**src/rtl/iter_shifter_pkg.sv**
```systemverilog
`default_nettype none
// ============================================================================
// Module   : iter_shifter_pkg
// Brief    : Op encodings and FSM state type shared by the iterative shifter.
// Revision : 1.0 - initial release
// ============================================================================
package iter_shifter_pkg;

    localparam logic [1:0] OP_SLL = 2'b00;
    localparam logic [1:0] OP_SRL = 2'b01;
    localparam logic [1:0] OP_SRA = 2'b10;
    localparam logic [1:0] OP_ROL = 2'b11;

    typedef enum logic [1:0] {
        ST_IDLE  = 2'd0,
        ST_SHIFT = 2'd1,
        ST_DONE  = 2'd2
    } state_t;

endpackage : iter_shifter_pkg
`default_nettype wire

```
**src/rtl/iter_shifter_if.sv**
```systemverilog
`default_nettype none
// ============================================================================
// Module   : iter_shifter_if
// Brief    : Request/result bundle between the EX stage and the shifter.
// Revision : 1.0 - initial release
// ============================================================================
interface iter_shifter_if #(
    parameter int WIDTH = 32
) ();
    localparam int SHW = $clog2(WIDTH);

    logic             start_i;
    logic             flush_i;
    logic [1:0]       op_i;
    logic [WIDTH-1:0] data_i;
    logic [SHW-1:0]   shamt_i;
    logic             busy_o;
    logic             valid_o;
    logic [WIDTH-1:0] data_o;

    modport master (
        output start_i, flush_i, op_i, data_i, shamt_i,
        input  busy_o, valid_o, data_o
    );

    modport slave (
        input  start_i, flush_i, op_i, data_i, shamt_i,
        output busy_o, valid_o, data_o
    );

endinterface : iter_shifter_if
`default_nettype wire

```
**src/rtl/iter_shifter_shift_step.sv**
```systemverilog
`default_nettype none
// ============================================================================
// Module   : iter_shifter_shift_step
// Brief    : Combinational single-step shifter, 0..STEP positions, four ops.
// Revision : 1.0 - initial release
// ============================================================================
module iter_shifter_shift_step
    import iter_shifter_pkg::*;
#(
    parameter int WIDTH = 32,
    parameter int STEP  = 4
) (
    input  logic [WIDTH-1:0]       data_i,
    input  logic [1:0]             op_i,
    input  logic [$clog2(STEP):0]  amt_i,
    input  logic                   fill_i,
    output logic [WIDTH-1:0]       data_o
);
    localparam int RW = $clog2(WIDTH) + 1;

    logic [RW-1:0]    w_ramt;
    logic [WIDTH-1:0] w_fill_mask;

    // A right shift by WIDTH-amt supplies the wrapped bits for the rotate;
    // with amt=0 that shift clears everything, leaving the operand intact.
    assign w_ramt      = RW'(WIDTH) - RW'(amt_i);
    assign w_fill_mask = ~({WIDTH{1'b1}} >> amt_i);

    always_comb begin
        data_o = data_i;
        case (op_i)
            OP_SLL:  data_o = data_i << amt_i;
            OP_SRL:  data_o = data_i >> amt_i;
            OP_SRA:  data_o = (data_i >> amt_i) | (fill_i ? w_fill_mask : '0);
            OP_ROL:  data_o = (data_i << amt_i) | (data_i >> w_ramt);
            default: data_o = data_i;
        endcase
    end

endmodule : iter_shifter_shift_step
`default_nettype wire

```
**src/rtl/iter_shifter.sv**
```systemverilog
`default_nettype none
// ============================================================================
// Module   : iter_shifter
// Brief    : Multi-cycle SLL/SRL/SRA/ROL unit, at most STEP bits per clock.
// Revision : 1.0 - initial release
// ============================================================================
module iter_shifter
    import iter_shifter_pkg::*;
#(
    parameter int WIDTH = 32,
    parameter int STEP  = 4
) (
    input  logic          clk_i,
    input  logic          rst_i,
    iter_shifter_if.slave bus
);
    localparam int SHW  = $clog2(WIDTH);
    localparam int CNTW = SHW + 1;
    localparam int AMTW = $clog2(STEP) + 1;

    localparam logic [CNTW-1:0] c_step = CNTW'(STEP);

    state_t           r_state;
    state_t           w_next_state;
    logic [WIDTH-1:0] r_work;
    logic [WIDTH-1:0] w_work_next;
    logic [WIDTH-1:0] w_step_out;
    logic [WIDTH-1:0] r_data;
    logic [1:0]       r_op;
    logic             r_fill;
    logic [CNTW-1:0]  r_rem;
    logic [CNTW-1:0]  w_rem_next;
    logic [CNTW-1:0]  w_rem_after;
    logic [AMTW-1:0]  w_amt;
    logic             w_accept;
    logic             r_busy;
    logic             r_valid;

    assign w_amt       = (r_rem > c_step) ? AMTW'(STEP) : r_rem[AMTW-1:0];
    assign w_rem_after = r_rem - CNTW'(w_amt);
    assign w_accept    = bus.start_i && !bus.flush_i &&
                         ((r_state == ST_IDLE) || (r_state == ST_DONE));

    iter_shifter_shift_step #(
        .WIDTH (WIDTH),
        .STEP  (STEP)
    ) u_step (
        .data_i (r_work),
        .op_i   (r_op),
        .amt_i  (w_amt),
        .fill_i (r_fill),
        .data_o (w_step_out)
    );

    always_comb begin
        w_next_state = r_state;
        w_work_next  = r_work;
        w_rem_next   = r_rem;
        case (r_state)
            ST_IDLE:  w_next_state = ST_IDLE;
            ST_DONE:  w_next_state = ST_IDLE;
            ST_SHIFT: begin
                w_work_next = w_step_out;
                w_rem_next  = w_rem_after;
                if (w_rem_after == '0) begin
                    w_next_state = ST_DONE;
                end
            end
            default:  w_next_state = ST_IDLE;
        endcase
        if (w_accept) begin
            w_work_next  = bus.data_i;
            w_rem_next   = CNTW'(bus.shamt_i);
            w_next_state = (bus.shamt_i == '0) ? ST_DONE : ST_SHIFT;
        end
        // Abort wins over everything except reset; results stay untouched.
        if (bus.flush_i) begin
            w_next_state = ST_IDLE;
        end
    end

    always_ff @(posedge clk_i) begin
        if (!rst_i) begin
            r_state <= ST_IDLE;
            r_work  <= '0;
            r_rem   <= '0;
            r_op    <= OP_SLL;
            r_fill  <= 1'b0;
            r_busy  <= 1'b0;
            r_valid <= 1'b0;
            r_data  <= '0;
        end else begin
            r_state <= w_next_state;
            r_work  <= w_work_next;
            r_rem   <= w_rem_next;
            if (w_accept) begin
                r_op   <= bus.op_i;
                r_fill <= bus.data_i[WIDTH-1];
            end
            // Outputs are registered from the next state so they line up
            // exactly with the cycles spent in SHIFT and DONE.
            r_busy  <= (w_next_state == ST_SHIFT);
            r_valid <= (w_next_state == ST_DONE);
            if (w_next_state == ST_DONE) begin
                r_data <= w_work_next;
            end
        end
    end

    assign bus.busy_o  = r_busy;
    assign bus.valid_o = r_valid;
    assign bus.data_o  = r_data;

endmodule : iter_shifter
`default_nettype wire

```
**src/flat_wrapper.sv**
```systemverilog
// flat-port wrapper written by rule: the top's interface ports become plain ports
module iter_shifter_flat import iter_shifter_pkg::*;
#(
    parameter int WIDTH = 32,
    parameter int STEP  = 4
)
  (clk_i, rst_i, bus_start_i, bus_flush_i, bus_op_i, bus_data_i, bus_shamt_i, bus_busy_o, bus_valid_o, bus_data_o);
  iter_shifter_if #(.WIDTH(WIDTH)) bus_i ();
  input  logic clk_i;
  input  logic rst_i;
  input wire logic [$bits(bus_i.start_i)-1:0] bus_start_i;
  input wire logic [$bits(bus_i.flush_i)-1:0] bus_flush_i;
  input wire logic [$bits(bus_i.op_i)-1:0] bus_op_i;
  input wire logic [$bits(bus_i.data_i)-1:0] bus_data_i;
  input wire logic [$bits(bus_i.shamt_i)-1:0] bus_shamt_i;
  output wire logic [$bits(bus_i.busy_o)-1:0] bus_busy_o;
  output wire logic [$bits(bus_i.valid_o)-1:0] bus_valid_o;
  output wire logic [$bits(bus_i.data_o)-1:0] bus_data_o;
  assign bus_i.start_i = bus_start_i;
  assign bus_i.flush_i = bus_flush_i;
  assign bus_i.op_i = bus_op_i;
  assign bus_i.data_i = bus_data_i;
  assign bus_i.shamt_i = bus_shamt_i;
  assign bus_busy_o = bus_i.busy_o;
  assign bus_valid_o = bus_i.valid_o;
  assign bus_data_o = bus_i.data_o;
  iter_shifter #(.WIDTH(WIDTH), .STEP(STEP)) u_core (.clk_i(clk_i), .rst_i(rst_i), .bus(bus_i));
endmodule
```
**config.mk**
```make
export PLATFORM = sky130hd
export DESIGN_NAME = iter_shifter_flat
export DESIGN_NICKNAME = d
export VERILOG_FILES = /design/src/rtl/iter_shifter_pkg.sv /design/src/rtl/iter_shifter_if.sv /design/src/rtl/iter_shifter_shift_step.sv /design/src/rtl/iter_shifter.sv /design/src/flat_wrapper.sv
export SDC_FILE = /design/constraint.sdc
export NUM_CORES = 1
export LEC_CHECK = 0
export CAP_MARGIN = 10
export CORE_ASPECT_RATIO = 1.75
export CORE_MARGIN = 2
export CORE_UTILIZATION = 53
export CTS_BUF_LIST = sky130_fd_sc_hd__clkbuf_16
export DETAILED_ROUTE_END_ITERATION = 8
export PLACE_DENSITY_LB_ADDON = 0.1
export SLEW_MARGIN = 15
export SYNTH_ARGS = -nofsm -noshare
export SYNTH_HDL_FRONTEND = slang
export SYNTH_HIERARCHICAL = 1
export SYNTH_SLANG_ARGS = --single-unit
```
**constraint.sdc**
```tcl
create_clock -name clk_i -period 4 [get_ports clk_i]
set_input_delay 0.8 -clock clk_i [delete_from_list [all_inputs] [get_ports clk_i]]
set_output_delay 0.8 -clock clk_i [all_outputs]
set_load 0.1 [all_outputs]
```
Word level (Yosys, flattened, before mapping)

Cells that the tools add are included.

Bitwise operators: 4
Shift operators: 4
Reductions and logical operators: 10
Eq/ne operators: 7
Multiplexer cells: 12
Add/sub/neg operators: 2
Order comparisons: 1

Operators with widths:

| cell                                                 | count |
|---|---|
| case mux 32 bit (4 select lines)                     | 1 |
| two-way mux 32 bit                                   | 3 |
| bitwise OR 32 bit                                    | 2 |
| inverter 32 bit                                      | 1 |
| << shifter 32 x 3 -> 32 bit                          | 1 |
| right shift 32 x 3 -> 32 bit                         | 1 |
| right shift 32 x 3 -> 32 bit (first input constant)  | 1 |
| right shift 32 x 6 -> 32 bit                         | 1 |
| two-way mux 2 bit                                    | 5 |
| two-way mux 5 bit                                    | 2 |
| equality test 2 bit (second input constant)          | 4 |
| equality test 2 x 1 -> 1 bit (second input constant) | 3 |
| > comparator 6 x 3 -> 1 bit (second input constant)  | 1 |
| zero test 6 bit                                      | 1 |
| subtractor 6 x 3 -> 6 bit                            | 1 |
| subtractor 6 x 3 -> 6 bit (first input constant)     | 1 |
| zero test 5 bit                                      | 1 |
| zero test 2 bit                                      | 2 |
| two-way mux 3 bit                                    | 1 |
| logical AND 1 bit                                    | 2 |
| nonzero test 2 bit                                   | 1 |
| OR reduction 2 bit                                   | 1 |
| zero test 1 bit                                      | 1 |
| logical OR 1 bit                                     | 1 |
| inverter 1 bit                                       | 1 |

Flip-flop bits (word level): 77
Output and inout bits: 34

Logic depth before layout (Yosys ltp)

Depth after elaboration: 9
Mapped depth: 20

By module

Netlist, hierarchy kept.

By module, submodules not included:

| module                  | instances | seq. area each (um^2) | area each (um^2) | cells an instance |
|---|---|---|---|---|
| iter_shifter_shift_step | 1         | 0.0                   | 4005.1           | 420 |
| iter_shifter            | 1         | 1541.5                | 3339.5           | 335 |

Least setup slack after synthesis

No wires, ideal clock.

Kind: reg-to-reg
From: register u_core.r_rem[4]
To: register u_core.r_data[18], in the netlist u_core/bus.data_o[18]
Setup time: 123 ps
Path slack: -374 ps
Arrival time: 4251 ps
Cell stages (with the launch flop): 21
Required time: 3877 ps
Path through: dfxtp_1 -> clkbuf_1 -> nor4_1 -> and2_1 -> buf_6 -> buf_12 -> buf_12 -> buf_2 -> buf_4 -> inv_1 -> ha_1 -> ha_1 -> buf_2 -> buf_1 -> mux4_2 -> a22oi_1 -> o32ai_1 -> or2_1 -> a22oi_1 -> a21oi_1 -> mux2_1

Longest elaborated chain between the ends: 9
Elaborated cells between the ends (all ways): 21
Classes of those cells: 2 x add/sub; 1 x order compare; 1 x eq/ne; 4 x shift; 9 x mux; 3 x bitwise; 1 x reduce/logical

Ends and longest elaborated chain:

| item                                                              | RTL line                      | RTL |
|---|---|---|
| start: declaration                                                | iter_shifter.sv:31            | `logic [CNTW-1:0] r_rem;` |
| start signal: assignment                                          | iter_shifter.sv:95            | `r_rem <= w_rem_next;` |
| > comparator 6 x 3 -> 1 bit *                                     | iter_shifter.sv:39            | `assign w_amt = (r_rem > c_step) ? AMTW'(STEP) : r_rem[AMTW-1:0];` |
| two-way mux 3 bit *                                               | iter_shifter.sv:39            |  |
| named net u_core.w_amt[0]                                         | iter_shifter.sv:34            | `logic [AMTW-1:0] w_amt;` |
| branches (longest 4 deep; another with subtractor 6 x 3 -> 6 bit) | --                            |  |
| case mux 32 bit (4 select lines) *                                | iter_shifter_shift_step.sv:31 | `case (op_i)` |
| named net u_core.w_step_out[18]                                   | iter_shifter.sv:27            | `logic [WIDTH-1:0] w_step_out;` |
| two-way mux 32 bit *                                              | iter_shifter.sv:59            | `case (r_state)` |
| two-way mux 32 bit *                                              | iter_shifter.sv:71            | `if (w_accept) begin` |
| end signal: assignment                                            | iter_shifter.sv:105           | `r_data <= w_work_next;` |
| end: declaration                                                  | iter_shifter.sv:28            | `logic [WIDTH-1:0] r_data;` |

Mark *: on every way through the listed nets, which the timed path passes.
A chain may end at the register's enable or synchronous reset.

Final worst setup path

From: register u_core.r_rem[2]
To: register u_core.r_data[12], in the netlist u_core/bus.data_o[12]

The elaborated chain is that of the path after synthesis.

==> run summary <==
The clock root buffer master is clkbuf_16. The time the final worst path needs with I/O delays and setup came out at 3840 ps. On the final layout, the worst clock skew is 7.79 ps. During synthesis, Yosys emitted a total of 6 warnings. The CTS tree is built. A synthesized cell averages 9.73 sq um. The power density over cell area is 299 nW/um^2.

The post-route clock period utilization came out at 96.1%. The critical path's most frequent cell is buf_4. The final weighted congestion in routability-driven placement came out at 1.06.

The synthesized netlist devotes 17.3% of its cell area to compound gates. The synthesized netlist net count came out at 804. Data on the critical path is required at its endpoint by 4220 ps. The combinational share of power came out at 31.8%. The final layout net count is 832. The total of hold buffers inserted after clock tree synthesis is 0. After synthesis, the largest family of logic cells by area is multiplexers.

The critical path is of the reg2reg type. The library cells used most frequently in the layout, excluding fill and tap cells, are 77 x dfxtp_1, 76 x clkdlybuf4s50_1, 67 x mux4_2. At the worst endpoint, the arrival time is 4060 ps.

The count of unresolved DRC violations after routing is 0. The number of different library cells in the post-synthesis netlist is 72. The antenna cell count is 0. The combined area of all synthesized cells came out at 7340 sq um. Measured against the total synthesized area, the mux share comes to 38.7%.

Max-cap violations in this run came to 0. The total area inside the core boundary comes to 13,500 sq um. The die footprint is 14,900 sq um. Summing over every cut layer, the via total after detailed routing is 6,894. For this design, the slowest cell found on the critical path is o311ai_1. In the final timing run, aggregate negative setup slack is 0 ps. The relative slew slack is 30.0%. Setup repair after global routing left no endpoint under its margin. The count of input and output buffers came out at 76. The violation count after the first detailed-route iteration is 626. The total grt overflow is 0. The number of setup buffers added after CTS is 0. For this configuration, the core starts out at a cell density of 54.6%. The largest net degree at the start of global routing is 68. The via count of the first global-routing pass came to 6,885.

The detailed placer's ending HPWL came out at 18.1 mm. The critical path goes through nor4_2 -> and2_4 -> buf_12 -> buf_4 -> o311ai_1 -> nor2_1 -> buf_4 -> a221o_1 -> a22oi_1 -> a21oi_1 -> mux2_4. Counting every sink on the clock net gives 77. The number of failing hold endpoints at the final stage came to 0. STA classifies the critical path endpoint as a flip-flop. The synthesized design contains 77 register bits. The number of antenna violations at the first check in global routing came out at 0. The type of the worst min-delay path is reg2reg. The final routed wire length divided by cell count came out at 26.4 um. The register share of total power came out at 34.4%. The number of cells upsized or downsized after cts came out at 0. For this block, the routed nets add up to 25.4 mm of wire. The arithmetic-cell share of the synthesized area counting full adders, half adders and majority gates came out at 1.02%. The clock edge transition at the registers on the reported setup and hold paths is 60 ps. The via density per instance is 7.17. The number of max-slew violations in the final report is 0. The total global-route track usage came out at 34.2%.

The most used flip-flop cell after synthesis is dfxtp_1. In this run the number of H-tree levels came out at 3. The fraction of power spent switching nets came out at 33.2%. The share of async-settable or async-resettable flops after synthesis came out at 0%. Setup violations remaining at the end of the flow were counted as 0. In this run the static leakage power is 3.06 nW.

Sequential elements use 21.0% of the synthesized area. The placement-stage worst setup slack came out at 232 ps. The delay of the slowest cell on the worst path is 900 ps. The number of nets still failing antenna checks after routing came out at 0. The net switching power of the design is 0.000836 W. The maximum fanout along the worst path came out at 67.

The horizontal die dimension is 93.0 um. The height of the die is 160 um. For the worst-skew pair, the clock arrives at the later sink with an insertion delay of 330 ps.

The highest achievable clock rate came out at 260 MHz. STA classifies the critical path startpoint as a flip-flop. The floorplan has 56 rows. The library cell used most frequently in the layout, excluding fill and tap cells, is dfxtp_1. The internal power component is 0.00168 W. The length of the first detailed-routing pass in iterations came out at 5. Summing the areas of all xor and xnor instances in the mapped netlist gives 0.239% of the synthesized area. In this run, placement finished with an instance count of 946.

The first-pass GRT wire length is 39.4 mm. The finished layout holds 962 standard cells, fillers aside. The simple-gate portion of the synthesized area is 14.7%. In this run, CTS created clock tree buffers numbering 9. The actual slew at the worst max-slew pin is 1030 ps.

The clock network burns 33.8% of the power. The run finished with clean final reports. Counting flops with a built-in enable in the synthesized netlist gives 0. In this run the deepest clock path goes through 2 buffers. The worst-case setup margin in the final layout is 157 ps. Cells with a size suffix above 1 make up 25.0% of the layout.

The signed area change from the synthesized netlist to the final layout is 14.8%. VDD sags by at most 0.000324 V. Counting every instance in the synthesized netlist gives 755. For this design the top-level I/O count stands at 77.
## synthesized netlist by cell type, drive strengths merged, types with 2 or more instances
library cell  count  share of area (%)
dfxtp            77                 21
mux2             76                 13
mux4             67                 21
a21oi            50                3.4
nor2             49                2.5
clkbuf           46                2.4
nand2            43                2.2
buf              42                4.2
and2             40                3.4
a22oi            39                4.1
nand3            38                2.6
mux2i            34                4.6
nor3             14               0.95
o311ai           12                1.4
o21ai            11               0.75
a211oi            9               0.99
inv               9               0.46
a211o             6               0.72
a31oi             6               0.51
ha                6                1.0
nand2b            6               0.51
nor2b             6               0.51
nor4              5               0.43
o211ai            5               0.51
a21boi            4               0.41
a21o              3               0.31
a311oi            3               0.36
o21a              3               0.31
o22a              3               0.36
o31a              3               0.36
or2               3               0.26
or3               3               0.26
a2111oi           2               0.49
a221oi            2               0.24
a311o             2               0.27
a32oi             2               0.24
and3b             2               0.24
conb              2               0.10
nor3b             2               0.27
nor4b             2               0.24
o22ai             2               0.17
## cells by family after synthesis
logic type | count (synthesis)
other | 2
multiplexers | 177
XOR/XNOR | 2
adder cells (fa/ha/maj) | 6
AO/OA/AOI/OAI | 178
AND/OR/NAND/NOR | 216
flip-flops | 77
buffers and inverters | 97
## cell type report
cell class,instances,area (sq um)
Clock buffer,9,225
Clock inverter,7,82.6
Fill cell,1123,5020
Inverter,9,33.8
Multi-Input combinational cell,581,5330
Sequential cell,77,1540
Tap cell,174,218
Timing Repair Buffer,105,1000
## power groups by stage
stage | registers (W) | logic, W | clock network (W)
after floorplan | 0.000845 | 0.000567 | 0
final | 0.000867 | 0.000801 | 0.000852
after detailed placement | 0.000878 | 0.000776 | 0
after global placement | 0.000876 | 0.000770 | 0
after global routing | 0.000868 | 0.000838 | 0.000897
after CTS | 0.000862 | 0.000779 | 0.000863
## layer usage
layer  vias to the layer above  routed length (um)  share of wire [%]  global-route usage, %
met5                         -                   0                  0                      0
met4                         0                1680                6.6                   20.9
met3                       113                2390                9.4                   5.00
met2                       521               12100                 48                   54.1
met1                      3307                9260                 36                   43.8
li1                       2953                   -                  -                      -
## stage by stage
step	hold WS [ps]	utilization (%)	power, W	cell area, sq um
6_report	479	62.7	0.00252	8430
4_1_cts	473	62.6	0.00250	8430
2_1_floorplan	439	-	0.00141	7360
3_5_place_dp	465	60.4	0.00165	8120
5_1_grt	507	62.7	0.00260	8430
3_3_place_gp	451	60.4	0.00165	8120
## worst max-delay path: cells and delay by family (launching register included)
kind,cells,cell delay (ps)
AOI/OAI and AO/OA,4,1570
buffers and inverters,3,740
DFF,1,530
muxes,1,280
and+or+nand+nor,3,550
## flip-flops by register name, summed over array words and instances, names as in the netlist
signal and count:
u_core/r_work 32, u_core/r_rem 6, u_core/r_state 2, u_core/r_op 2
u_core/r_fill 1, u_core/bus.valid_o 1, u_core/bus.data_o 32, u_core/bus.busy_o 1
## final timing paths
kind / slack (ps) / cells past startpoint / from / endpoint
worst max-delay path: 160 / 11 / u_core/r_rem[2] / u_core/bus.data_o[12]
worst min-delay path: 480 / 2 / u_core/r_fill / u_core/r_fill
worst min register to register: 480 / 2 / u_core/r_fill / u_core/r_fill
worst max register to register: 160 / 11 / u_core/r_rem[2] / u_core/bus.data_o[12]
(Power assumes the default switching activity.)
